`src/rtl/transfer_tx_pkg.sv`:
```
// Shared definitions for the transfer_tx serial command transmitter:
// command codes, frame geometry, filler byte, queue entry layout and FSM states.
package transfer_pkg;

    localparam logic [7:0] CMD_50     = 8'd1;
    localparam logic [7:0] CMD_80     = 8'd2;
    localparam logic [7:0] CMD_90     = 8'd3;
    localparam logic [7:0] CMD_100    = 8'd4;
    localparam logic [7:0] CMD_FLUSH  = 8'd5;
    localparam logic [7:0] CMD_READY  = 8'd6;
    localparam logic [7:0] CMD_BINARY = 8'd7;
    localparam logic [7:0] CMD_ASCII  = 8'd8;

    localparam int         FRAME_BITS = 8;
    localparam logic [7:0] FILLER     = 8'h00;

    typedef enum logic [1:0] {
        ST_IDLE      = 2'd0,
        ST_SEND_CMD  = 2'd1,
        ST_SEND_DATA = 2'd2
    } tx_state_e;

    typedef struct packed {
        logic [7:0] cmd;
        logic [7:0] data;
    } tx_entry_t;

    // A binary command is followed by its payload byte in the next frame.
    function automatic logic is_binary(input logic [7:0] cmd);
        return cmd == CMD_BINARY;
    endfunction

endpackage

```
`src/rtl/transfer_tx_if.sv`:
```
// Command-in / serial-out bundle of transfer_tx. The master side offers
// commands and observes the stream; the slave side is the transmitter.
interface transfer_tx_if;
    import transfer_pkg::*;

    logic [7:0]                      cmdIn;
    logic [7:0]                      dataByteIn;
    logic                            cmdValid;
    logic                            cmdReady;
    logic                            readyForTransferIn;
    logic                            dataOut;
    logic [$clog2(FRAME_BITS)-1:0]   slotCounter;
    logic                            busy;

    modport master (
        output cmdIn, dataByteIn, cmdValid, readyForTransferIn,
        input  cmdReady, dataOut, slotCounter, busy
    );

    modport slave (
        input  cmdIn, dataByteIn, cmdValid, readyForTransferIn,
        output cmdReady, dataOut, slotCounter, busy
    );

endinterface

```
`src/rtl/transfer_tx_fifo.sv`:
```
// Small circular queue of command entries with full/empty flags.
// A push is accepted while full when a pop happens on the same edge.
module transfer_tx_fifo #(
    parameter int DEPTH = 1,
    parameter int WIDTH = 16
) (
    input  logic             clk,
    input  logic             rst,
    input  logic             push_i,
    input  logic             pop_i,
    input  logic [WIDTH-1:0] wr_data_i,
    output logic [WIDTH-1:0] rd_data_o,
    output logic             full_o,
    output logic             empty_o
);
    localparam int PW = (DEPTH > 1) ? $clog2(DEPTH) : 1;
    localparam int CW = $clog2(DEPTH + 1);
    localparam logic [PW-1:0] LAST     = PW'(DEPTH - 1);
    localparam logic [CW-1:0] FULL_CNT = CW'(DEPTH);

    logic [WIDTH-1:0] mem_q [DEPTH];
    logic [PW-1:0]    wr_ptr_q;
    logic [PW-1:0]    rd_ptr_q;
    logic [CW-1:0]    count_q;
    logic             do_push;
    logic             do_pop;

    assign empty_o   = (count_q == '0);
    assign full_o    = (count_q == FULL_CNT);
    assign do_pop    = pop_i && !empty_o;
    assign do_push   = push_i && (!full_o || do_pop);
    assign rd_data_o = mem_q[rd_ptr_q];

    // Storage array; contents need no reset since count_q gates visibility.
    always_ff @(posedge clk) begin
        if (do_push) begin
            mem_q[wr_ptr_q] <= wr_data_i;
        end
    end

    // Pointer and occupancy bookkeeping.
    always_ff @(posedge clk or posedge rst) begin
        if (rst) begin
            wr_ptr_q <= '0;
            rd_ptr_q <= '0;
            count_q  <= '0;
        end else begin
            if (do_push) begin
                wr_ptr_q <= (wr_ptr_q == LAST) ? '0 : wr_ptr_q + 1'b1;
            end
            if (do_pop) begin
                rd_ptr_q <= (rd_ptr_q == LAST) ? '0 : rd_ptr_q + 1'b1;
            end
            case ({do_push, do_pop})
                2'b10:   count_q <= count_q + 1'b1;
                2'b01:   count_q <= count_q - 1'b1;
                default: count_q <= count_q;
            endcase
        end
    end

endmodule

```
`src/rtl/transfer_tx.sv`:
```
// Continuous MSB-first serial transmitter of 8-bit command frames.
// Queue depth: 4 entries when TRANSFER_TX_FIFO_EN is defined, otherwise a
// single holding register. Idle frames carry the filler byte.
module transfer_tx
    import transfer_pkg::*;
(
    input  logic         clk,
    input  logic         rst,
    transfer_tx_if.slave bus
);
`ifdef TRANSFER_TX_FIFO_EN
    localparam int QUEUE_DEPTH = 4;
`else
    localparam int QUEUE_DEPTH = 1;
`endif
    localparam int SW = $clog2(FRAME_BITS);
    localparam logic [SW-1:0] LAST_SLOT = SW'(FRAME_BITS - 1);

    logic [SW-1:0] slot_q;
    logic [SW-1:0] slot_d;
    logic [7:0]    shift_q;
    logic [7:0]    payload_q;
    logic          bin_q;
    tx_state_e     state_q;

    logic          boundary;
    logic          hold_pair;
    logic          pop;
    logic          push;
    logic          q_full;
    logic          q_empty;
    tx_entry_t     head;
    logic [15:0]   head_raw;

    assign slot_d    = slot_q + 1'b1;
    assign boundary  = (slot_q == LAST_SLOT);
    // A binary command's payload must follow immediately, whatever the queue
    // or downstream ready says.
    assign hold_pair = (state_q == ST_SEND_CMD) && bin_q;
    assign pop       = boundary && !hold_pair && !q_empty && bus.readyForTransferIn;
    assign push      = bus.cmdValid && !q_full;
    assign head      = tx_entry_t'(head_raw);

    transfer_tx_fifo #(
        .DEPTH (QUEUE_DEPTH),
        .WIDTH (16)
    ) u_fifo (
        .clk       (clk),
        .rst       (rst),
        .push_i    (push),
        .pop_i     (pop),
        .wr_data_i ({bus.cmdIn, bus.dataByteIn}),
        .rd_data_o (head_raw),
        .full_o    (q_full),
        .empty_o   (q_empty)
    );

    // Frame FSM: free-running slot counter, shift register and frame loading.
    always_ff @(posedge clk or posedge rst) begin
        if (rst) begin
            slot_q    <= '0;
            shift_q   <= FILLER;
            payload_q <= 8'h00;
            bin_q     <= 1'b0;
            state_q   <= ST_IDLE;
        end else begin
            slot_q <= slot_d;
            if (boundary) begin
                if (hold_pair) begin
                    shift_q <= payload_q;
                    bin_q   <= 1'b0;
                    state_q <= ST_SEND_DATA;
                end else if (pop) begin
                    shift_q   <= head.cmd;
                    payload_q <= head.data;
                    bin_q     <= is_binary(head.cmd);
                    state_q   <= ST_SEND_CMD;
                end else begin
                    shift_q <= FILLER;
                    bin_q   <= 1'b0;
                    state_q <= ST_IDLE;
                end
            end else begin
                shift_q <= {shift_q[6:0], 1'b0};
            end
        end
    end

    assign bus.dataOut     = shift_q[7];
    assign bus.slotCounter = slot_q;
    assign bus.cmdReady    = !q_full;
    assign bus.busy        = !q_empty || (state_q != ST_IDLE);

endmodule

```
`src/flat_wrapper.sv`:
```
// flat-port wrapper written by rule: the top's interface ports become plain ports
module transfer_tx_flat import transfer_pkg::*;
  (clk, rst, bus_cmdIn, bus_dataByteIn, bus_cmdValid, bus_readyForTransferIn, bus_cmdReady, bus_dataOut, bus_slotCounter, bus_busy);
  transfer_tx_if bus_i ();
  input  logic clk;
  input  logic rst;
  input wire logic [$bits(bus_i.cmdIn)-1:0] bus_cmdIn;
  input wire logic [$bits(bus_i.dataByteIn)-1:0] bus_dataByteIn;
  input wire logic [$bits(bus_i.cmdValid)-1:0] bus_cmdValid;
  input wire logic [$bits(bus_i.readyForTransferIn)-1:0] bus_readyForTransferIn;
  output wire logic [$bits(bus_i.cmdReady)-1:0] bus_cmdReady;
  output wire logic [$bits(bus_i.dataOut)-1:0] bus_dataOut;
  output wire logic [$bits(bus_i.slotCounter)-1:0] bus_slotCounter;
  output wire logic [$bits(bus_i.busy)-1:0] bus_busy;
  assign bus_i.cmdIn = bus_cmdIn;
  assign bus_i.dataByteIn = bus_dataByteIn;
  assign bus_i.cmdValid = bus_cmdValid;
  assign bus_i.readyForTransferIn = bus_readyForTransferIn;
  assign bus_cmdReady = bus_i.cmdReady;
  assign bus_dataOut = bus_i.dataOut;
  assign bus_slotCounter = bus_i.slotCounter;
  assign bus_busy = bus_i.busy;
  transfer_tx u_core (.clk(clk), .rst(rst), .bus(bus_i));
endmodule
```
`config.mk`:
```
export PLATFORM = sky130hd
export DESIGN_NAME = transfer_tx_flat
export DESIGN_NICKNAME = d
export VERILOG_FILES = /design/src/rtl/transfer_tx_pkg.sv /design/src/rtl/transfer_tx_if.sv /design/src/rtl/transfer_tx_fifo.sv /design/src/rtl/transfer_tx.sv /design/src/flat_wrapper.sv
export SDC_FILE = /design/constraint.sdc
export NUM_CORES = 1
export LEC_CHECK = 0
export ABC_CLOCK_PERIOD_IN_PS = 4360
export CAP_MARGIN = 20
export CORE_ASPECT_RATIO = 0.6
export CORE_MARGIN = 4
export CORE_UTILIZATION = 57
export CTS_BUF_LIST = sky130_fd_sc_hd__clkbuf_2 sky130_fd_sc_hd__clkbuf_4 sky130_fd_sc_hd__clkbuf_8
export CTS_CLUSTER_DIAMETER = 120
export DETAILED_ROUTE_END_ITERATION = 8
export HOLD_SLACK_MARGIN = 0.12
export PLACE_DENSITY_LB_ADDON = 0.12
export REMOVE_ABC_BUFFERS = 1
export SYNTH_ARGS = -nofsm -noshare
export SYNTH_HDL_FRONTEND = slang
export SYNTH_SLANG_ARGS = --single-unit
export TNS_END_PERCENT = 5
```
`constraint.sdc`:
```
create_clock -name clk -period 4.36 [get_ports clk]
set_clock_uncertainty 0.1 [all_clocks]
set_input_delay 1.308 -clock clk [delete_from_list [all_inputs] [get_ports clk]]
set_output_delay 1.308 -clock clk [all_outputs]
set_load 0.05 [all_outputs]
```
**Word-level counts from Yosys, hierarchy flattened**

Memory sizes are Yosys's and may differ from the RTL's.
Cells that the tools add are included.

- Add/subtract/negate cells: 3
- Equal/unequal tests: 5
- Multiplexer cells: 10
- Bitwise logic cells: 1
- Reductions and logical operators: 14

Operators with widths:

| operator | number |
|---|---|
| 2-to-1 mux 8 bit | 3 |
| == test 8 x 3 -> 1 bit (second input constant) | 1 |
| logical AND 1 bit | 7 |
| 2-to-1 mux 1 bit | 5 |
| == test 2 x 1 -> 1 bit (second input constant) | 2 |
| nonzero test 2 bit | 2 |
| adder 3 x 1 -> 3 bit (second input constant) | 1 |
| == test 3 bit (second input constant) | 1 |
| AND reduction 3 bit | 1 |
| == test 2 bit (second input constant) | 1 |
| zero test 1 bit | 2 |
| logical OR 1 bit | 2 |
| 2-to-1 mux 2 bit | 1 |
| one-hot mux 1 bit (2 select lines) | 1 |
| adder 1 bit (second input constant) | 1 |
| NOT 1 bit | 1 |
| subtractor 1 bit (second input constant) | 1 |

- Register bits after elaboration: 23
- Bits in writable memories: 16
- Input bits: 20
- Output and inout port bits: 6
- Logic and storage cells: 40
- Memories kept: 1

Memories:

| memory | depth | bits a word | rd ports | clocked after Yosys merged registers in | write ports | line | source |
|---|---|---|---|---|---|---|---|
| u_core.u_fifo.mem_q | 1 | 16 | 1 | 0 | 1 | transfer_tx_fifo.sv:21 | `logic [WIDTH-1:0] mem_q [DEPTH];` |

**Depth between registers and ports, before layout**

Gate-level depths: netlist of the first run.

- Word-level depth: 11
- Gate-level depth with buffers: 6
- Gate-level depth less buffers: 5

**By module**

From an unflattened synthesis of the first run, not the netlist that was laid out.

- Cell total of the unflattened synthesis: 87
- Area, all modules: 1462.7 µm²

Modules (own cells, without submodules):

| module | times used | cells an instance | area an instance (µm²) | seq. area each (µm²) |
|---|---|---|---|---|
| transfer_tx | 1 | 65 | 930.9 | 550.5 |
| transfer_tx_fifo | 1 | 22 | 531.8 | 505.5 |

**Worst setup path before layout of the first run**

Ideal clock, no wire load.

- Path type: input-to-reg
- Start point: input bus_cmdValid
- End point: memory u_core.u_fifo.mem_q[0][0] (enable)
- Setup time: 390 ps
- Arrival: 2072 ps
- Required time: 3870 ps
- Slack: 1797 ps
- Stages: 1
- Buffers on the path: 0
- Cells stage by stage: nor2b_1

- Cells in the longest elaborated chain, start to end: 4

RTL lines:

| item | line | source |
|---|---|---|
| start: declaration | flat_wrapper.sv:9 | `input wire logic [$bits(bus_i.cmdValid)-1:0] bus_cmdValid;` |
| logical AND 1 bit | transfer_tx.sv:41 | `assign push = bus.cmdValid && !q_full;` |
| logical AND 1 bit | transfer_tx_fifo.sv:31 | `assign do_push = push_i && (!full_o \|\| do_pop);` |
| 2-to-1 mux 1 bit | transfer_tx_fifo.sv:36 | `if (do_push) begin` |
| 2-to-1 mux 1 bit (implied by the code) | transfer_tx_fifo.sv:37 | `mem_q[wr_ptr_q] <= wr_data_i;` |
| end: declaration | transfer_tx_fifo.sv:21 |  |

No other way between the ends.

**Worst setup path after layout of the first run**

- Start point: register u_core.u_fifo.count_q (netlist: u_core.u_fifo.full_o)
- End point: output bus_busy

- Cells in the longest elaborated chain, start to end: 1

RTL lines:

| item | line | source |
|---|---|---|
| start: declaration | transfer_tx_fifo.sv:24 | `logic [CW-1:0] count_q;` |
| start signal: assignment | transfer_tx_fifo.sv:55 | `2'b10: count_q <= count_q + 1'b1;` |
| start signal: assignment | transfer_tx_fifo.sv:56 | `2'b01: count_q <= count_q - 1'b1;` |
| start signal: assignment | transfer_tx_fifo.sv:57 | `default: count_q <= count_q;` |
| logical OR 1 bit | transfer_tx.sv:92 | `assign bus.busy = !q_empty \|\| (state_q != ST_IDLE);` |
| end: declaration | flat_wrapper.sv:14 | `output wire logic [$bits(bus_i.busy)-1:0] bus_busy;` |

No other way between the ends.

==> reports/results.ini, run 1 <==
[floorplan]
core-area_um2=2280
chipHeight_um=46.8
fp.dieW_um=72.6
ios=26
rows=13
start_util_pct=62.7
die_area_um2=3400

[sta]
holdWs_ps=352
period_share_pct=72.9
hold_viol_final=0
slew_headroom_pct=43.0
rsz0062_at_grt=no
setup_viol=0
worst_pin_slew_ps=854
min_period_ps=3180
fmax_mhz=315
final-max-slew-violation-count=0
setup_tns_ps=0
layout_setup_ws_ps=1180

[power_and_ir_drop]
power.density_nw_per_um2=382
ir_drop_uv=286
p_leak_nw=0.765

[clock_tree]
cts_num_sinks=39
clk_pin_slew_worst_paths_ps=70
cts_setup_buffers=0
cts_buffer_depth=2
cts-buffers-inserted=5
cts_hold_buf=0
insertion_delay_ps=280
cts_root_buf=clkbuf_8
cts_tree=yes
post_cts_resized=0
htreeDepth=2

[routing]
drc=0
wl_um=2440
drtIter0Drc=63
dr_total_vias=774
ant_nets=0
wl_per_cell_um=16.8
viasPerCell=5.34
drt_first_pass_iters=4

[setup_path]
cp_slowest_cell=clkdlybuf4s50_1
worst_r2r_endpoint=u_core.shift_q[1]
critPathMaxStageDelay_ps=700
worstPathArrival_ps=1770
crit_start=u_core.u_fifo.full_o
crit_type=flip-flop to primary output
cp.required_ps=2950
critical_path.max_fanout=5
crit_end=bus_busy
critPathTopFamily=buffers and inverters
rrSetupSlack_ps=2370
path_cells=or3_1 > clkdlybuf4s50_1
endpoint_kind=primary output
startpoint_type=flip-flop
rr_worst_depth=5
path_buf_inv=1
r2r-start=u_core.bus.slotCounter[0]
path_depth=2

[grt]
use_met1_pct=23.1
met2_usage_pct=25.6
grt.total_usage_pct=17.0
grt_pass1_vias=759
met3_usage_pct=5.77
grt_pass1_wl_um=3920
grt_max_degree=24
top_usage_layer=met2
overflow=0
antenna_found_initial=0

[place]
dpl_worst_slack_ps=1490
place.gp.congestion=0.768
port_buffers=25
dpl.cell_count=137
dp_hpwl_um=1720

[logic_synthesis]
ys_types=17
synth_area_um2=1430
synth.avg_cell_area_um2=17.2
ys_warn_count=0
netlist_instances=83
synth-seq-cells=39
ys_seq_area_share_pct=74.0

[min_path]
hold-path-cell-count=1
hp-class=flip-flop to flip-flop

[layout]
area_growth_pct=25.8
final_common_cell=clkdlybuf4s50_1
fin_cells=145
final_cell_mix=25 x clkdlybuf4s50_1, 23 x dfrtp_1, 16 x edfxtp_1
fillers=136
nNetsFinal=136
ff_latch_area_um2=1060
multi_input_area_um2=334
antennaDiodeCount=0
drive_above_1_share_pct=16.5

[run]
drv_cap=0

[run_status]
outcome=finished, final reports clean

cell type report:
cell class / count / share of cell area [%]
Sequential cell: 39 / 58.8
Multi-Input combinational cell: 38 / 18.6
Timing Repair Buffer: 26 / 14.4
Clock buffer: 7 / 5.02
Tap cell: 30 / 2.09
Inverter: 4 / 0.836
Clock inverter: 1 / 0.279
registers in the layout, indices dropped and copies added (netlist names):
signal	count
u_core.u_fifo.full_o	1
u_core.u_fifo.mem_q	16
u_core.bin_q	1
u_core.state_q	2
u_core.bus.slotCounter	3
u_core.payload_q	8
u_core.shift_q	8
stage by stage:
step,cell area (um2),power (mW),utilization [%]
after floorplan,1410,0.424,-
after global placement,1700,0.447,74.7
after detailed placement,1700,0.449,74.7
after CTS,1800,0.694,78.8
after global routing,1800,0.719,78.8
final,1800,0.687,78.8
Yosys cell counts, drive strengths merged:
cell type  count  area [um2]
a32o           1        10.0
or3            2        12.5
edfxtp        16         480
buf            2        22.5
a21o           2        15.0
mux2           8        90.1
a221o          7        70.1
ha             2        25.0
nor2b          8        50.1
nand3b         1        20.0
nor2           3        11.3
a22o           1        8.76
dfrtp         23         576
nor4           1        6.26
and4           1        11.3
nand2          1        3.75
inv            4        15.0
layer usage:
layer	share of wire, %	wire length (um)
met1	45	1090
met2	47	1140
met3	7.6	186
met4	0.78	19
met5	0	0
report_power, final:
group	internal, mW	switching [mW]	total [mW]
sequential	0.397	0.00652	0.403
clock	0.134	0.112	0.245
combinational	0.0227	0.0155	0.0382
cell families (layout without fill, tap and decap cells):
logic type,count (synthesis),after routing,synth area share [%]
AOI/OAI and AO/OA,11,11,7.27
muxes,8,8,6.31
and+or+nand+nor,17,17,8.06
adders and majority gates,2,2,1.75
buffers and inverters,6,38,2.63
DFF,39,39,74.0
worst min-delay path by stage:
| stage | start | to | slack [ps] |
|---|---|---|---|
| 2_1_floorplan | u_core.u_fifo.mem_q[0][0] | u_core.payload_q[0] | 350 |
| 3_3_place_gp | u_core.bus.slotCounter[0] | u_core.bus.slotCounter[0] | 340 |
| 3_5_place_dp | u_core.bus.slotCounter[0] | u_core.bus.slotCounter[0] | 340 |
| 4_1_cts | u_core.bus.slotCounter[0] | u_core.bus.slotCounter[0] | 350 |
| 5_1_grt | u_core.bus.slotCounter[0] | u_core.bus.slotCounter[0] | 370 |
| 6_report | u_core.bus.slotCounter[0] | u_core.bus.slotCounter[0] | 350 |
(Power assumes the default switching activity.)
==> run 2, diff against run 1 <==
ABC_CLOCK_PERIOD_IN_PS = 2860   (was 4360)
CORE_UTILIZATION = 48   (was 57)
clock period = 2.86 ns   (was 4.36 ns; I/O delays follow)
==> run 2 against run 1 <==
Critical path type unchanged. Non-clock buffer count increased by 1. Hold slack improved by 8.1 ps. Register-to-register slack lost 1500 ps. Largest power group unchanged. Design area increased by 0.28%. Clock power up 36%.
==> reports/results.ini, run 2 (synthesis results as in run 1) <==
[sta]
setup_tns_ps=0  ; unchanged
setup_viol=0  ; unchanged
layout_setup_ws_ps=119  ; -1060 ps
slew_headroom_pct=57.5  ; +14 points
hold_viol_final=0  ; unchanged
worst_pin_slew_ps=636  ; -218 ps
period_share_pct=95.9
final-max-slew-violation-count=0  ; unchanged
min_period_ps=2740
rsz0062_at_grt=no
fmax_mhz=365

[setup_path]
cp.required_ps=1900  ; -1050 ps
critical_path.max_fanout=5  ; unchanged
crit_type=flip-flop to primary output
endpoint_kind=primary output
startpoint_type=flip-flop
worstPathArrival_ps=1780  ; about the same

[routing]
ant_nets=0  ; unchanged
wl_per_cell_um=14.5  ; -14%
drtIter0Drc=26  ; -59%
dr_total_vias=780  ; +0.78%
drc=0  ; unchanged
wl_um=2280  ; -6.5%
drt_first_pass_iters=4  ; unchanged
viasPerCell=4.97  ; -6.9%

[clock_tree]
cts_root_buf=clkbuf_8
post_cts_resized=0  ; unchanged
cts_hold_buf=0  ; unchanged
clk_pin_slew_worst_paths_ps=70  ; about the same
cts-buffers-inserted=5  ; unchanged
insertion_delay_ps=280  ; about the same
htreeDepth=2  ; unchanged
cts_tree=yes
cts_setup_buffers=0  ; unchanged
cts_num_sinks=39  ; unchanged
cts_buffer_depth=2  ; unchanged

[grt]
grt_pass1_wl_um=3690  ; -5.8%
antenna_found_initial=0  ; unchanged
grt.total_usage_pct=13.0  ; -4.0 points
grt_pass1_vias=792  ; +4.3%
grt_max_degree=24  ; unchanged
overflow=0  ; unchanged

[layout]
multi_input_area_um2=334  ; unchanged
reg_top3=u_core.u_fifo.mem_q (16), u_core.payload_q (8), u_core.shift_q (8)
antennaDiodeCount=0  ; unchanged
nNetsFinal=137  ; +0.74%
area_growth_pct=26.1
largest_reg_flops=16  ; unchanged
top_register=u_core.u_fifo.mem_q
drive_above_1_share_pct=15.7  ; -0.87 points
ff_latch_area_um2=1060  ; unchanged
final_cell_mix=25 x clkdlybuf4s50_1, 23 x dfrtp_1, 16 x edfxtp_1
fillers=215  ; +58%
final_common_cell=clkdlybuf4s50_1

[floorplan]
ios=26  ; unchanged
die_area_um2=3940  ; +16%
fp.dieW_um=78.4  ; +8.0%
rows=15  ; +2
start_util_pct=50.0  ; -13 points
chipHeight_um=50.2  ; +7.4%
core-area_um2=2850  ; +25%

[power_and_ir_drop]
p_leak_nw=0.759  ; -0.71%
ir_drop_uv=346  ; +21%
power.density_nw_per_um2=559  ; +46%

[run]
drv_cap=0  ; unchanged

[run_status]
outcome=finished, final reports clean

[min_path]
hp-class=flip-flop to flip-flop

[place]
place.gp.congestion=0.706  ; -8.1%
dpl_worst_slack_ps=425  ; -1060 ps
port_buffers=25  ; unchanged

-- run 2: per-stage QoR --
stage          cells  utilization (%)  instance area [um2]  power [mW]  hold slack, ps
3_3_place_gp     150             60.4                 1720       0.683             333
6_report         157             63.1                 1800        1.01             361
3_5_place_dp     150             60.4                 1720       0.685             362
4_1_cts          157             63.1                 1800        1.01             372
5_1_grt          157             63.1                 1800        1.04             398
2_1_floorplan     81                -                 1410       0.647             354
-- run 2: area by class of cell --
class / instances / share of cell area [%]
flip-flops and latches: 39 / 58.7
clock inverters: 2 / 0.486
repair buffers: 27 / 14.7
well taps: 42 / 2.92
inverters: 4 / 0.834
clock buffers: 5 / 3.82
multi-input cells: 38 / 18.6
-- run 2: critical path, cell delays in order (launching register included) --
cell             delay, ps
dfrtp_1                410
or3_1                  380
clkdlybuf4s50_1        710
-- run 2: power breakdown --
| group | switching [mW] | total [mW] | internal (mW) |
|---|---|---|---|
| sequential | 0.00918 | 0.614 | 0.604 |
| clock | 0.172 | 0.334 | 0.162 |
| combinational | 0.0236 | 0.0591 | 0.0355 |
-- run 2: layer usage --
| layer | wire [um] | global-route usage, % |
|---|---|---|
| met3 | 151 | 5.73 |
| met5 | 0 | 0 |
| met4 | 27 | 5.23 |
| met1 | 1110 | 17.9 |
| met2 | 986 | 17.9 |
-- run 2: path summary, 6_finish.rpt --
kind	start	endpoint	slack [ps]	cells after the start
hold / removal	u_core.bus.slotCounter[0]	u_core.bus.slotCounter[0]	360	1
min in group asynchronous	rst	u_core.payload_q[5]	810	3
setup / recovery	u_core.u_fifo.full_o	bus_busy	120	2
hold reg to reg	u_core.bus.slotCounter[0]	u_core.bus.slotCounter[0]	360	1
setup reg to reg	u_core.bus.slotCounter[0]	u_core.shift_q[3]	890	5
max in group asynchronous	rst	u_core.bin_q	1620	3
==> run 3, diff against run 2 <==
CTS_CLUSTER_SIZE = 16   (was default)
SLEW_MARGIN = 0   (was default)
==> results of run 3 <==
Same layout as run 2: the final DEF is identical, and so are final timing and power.
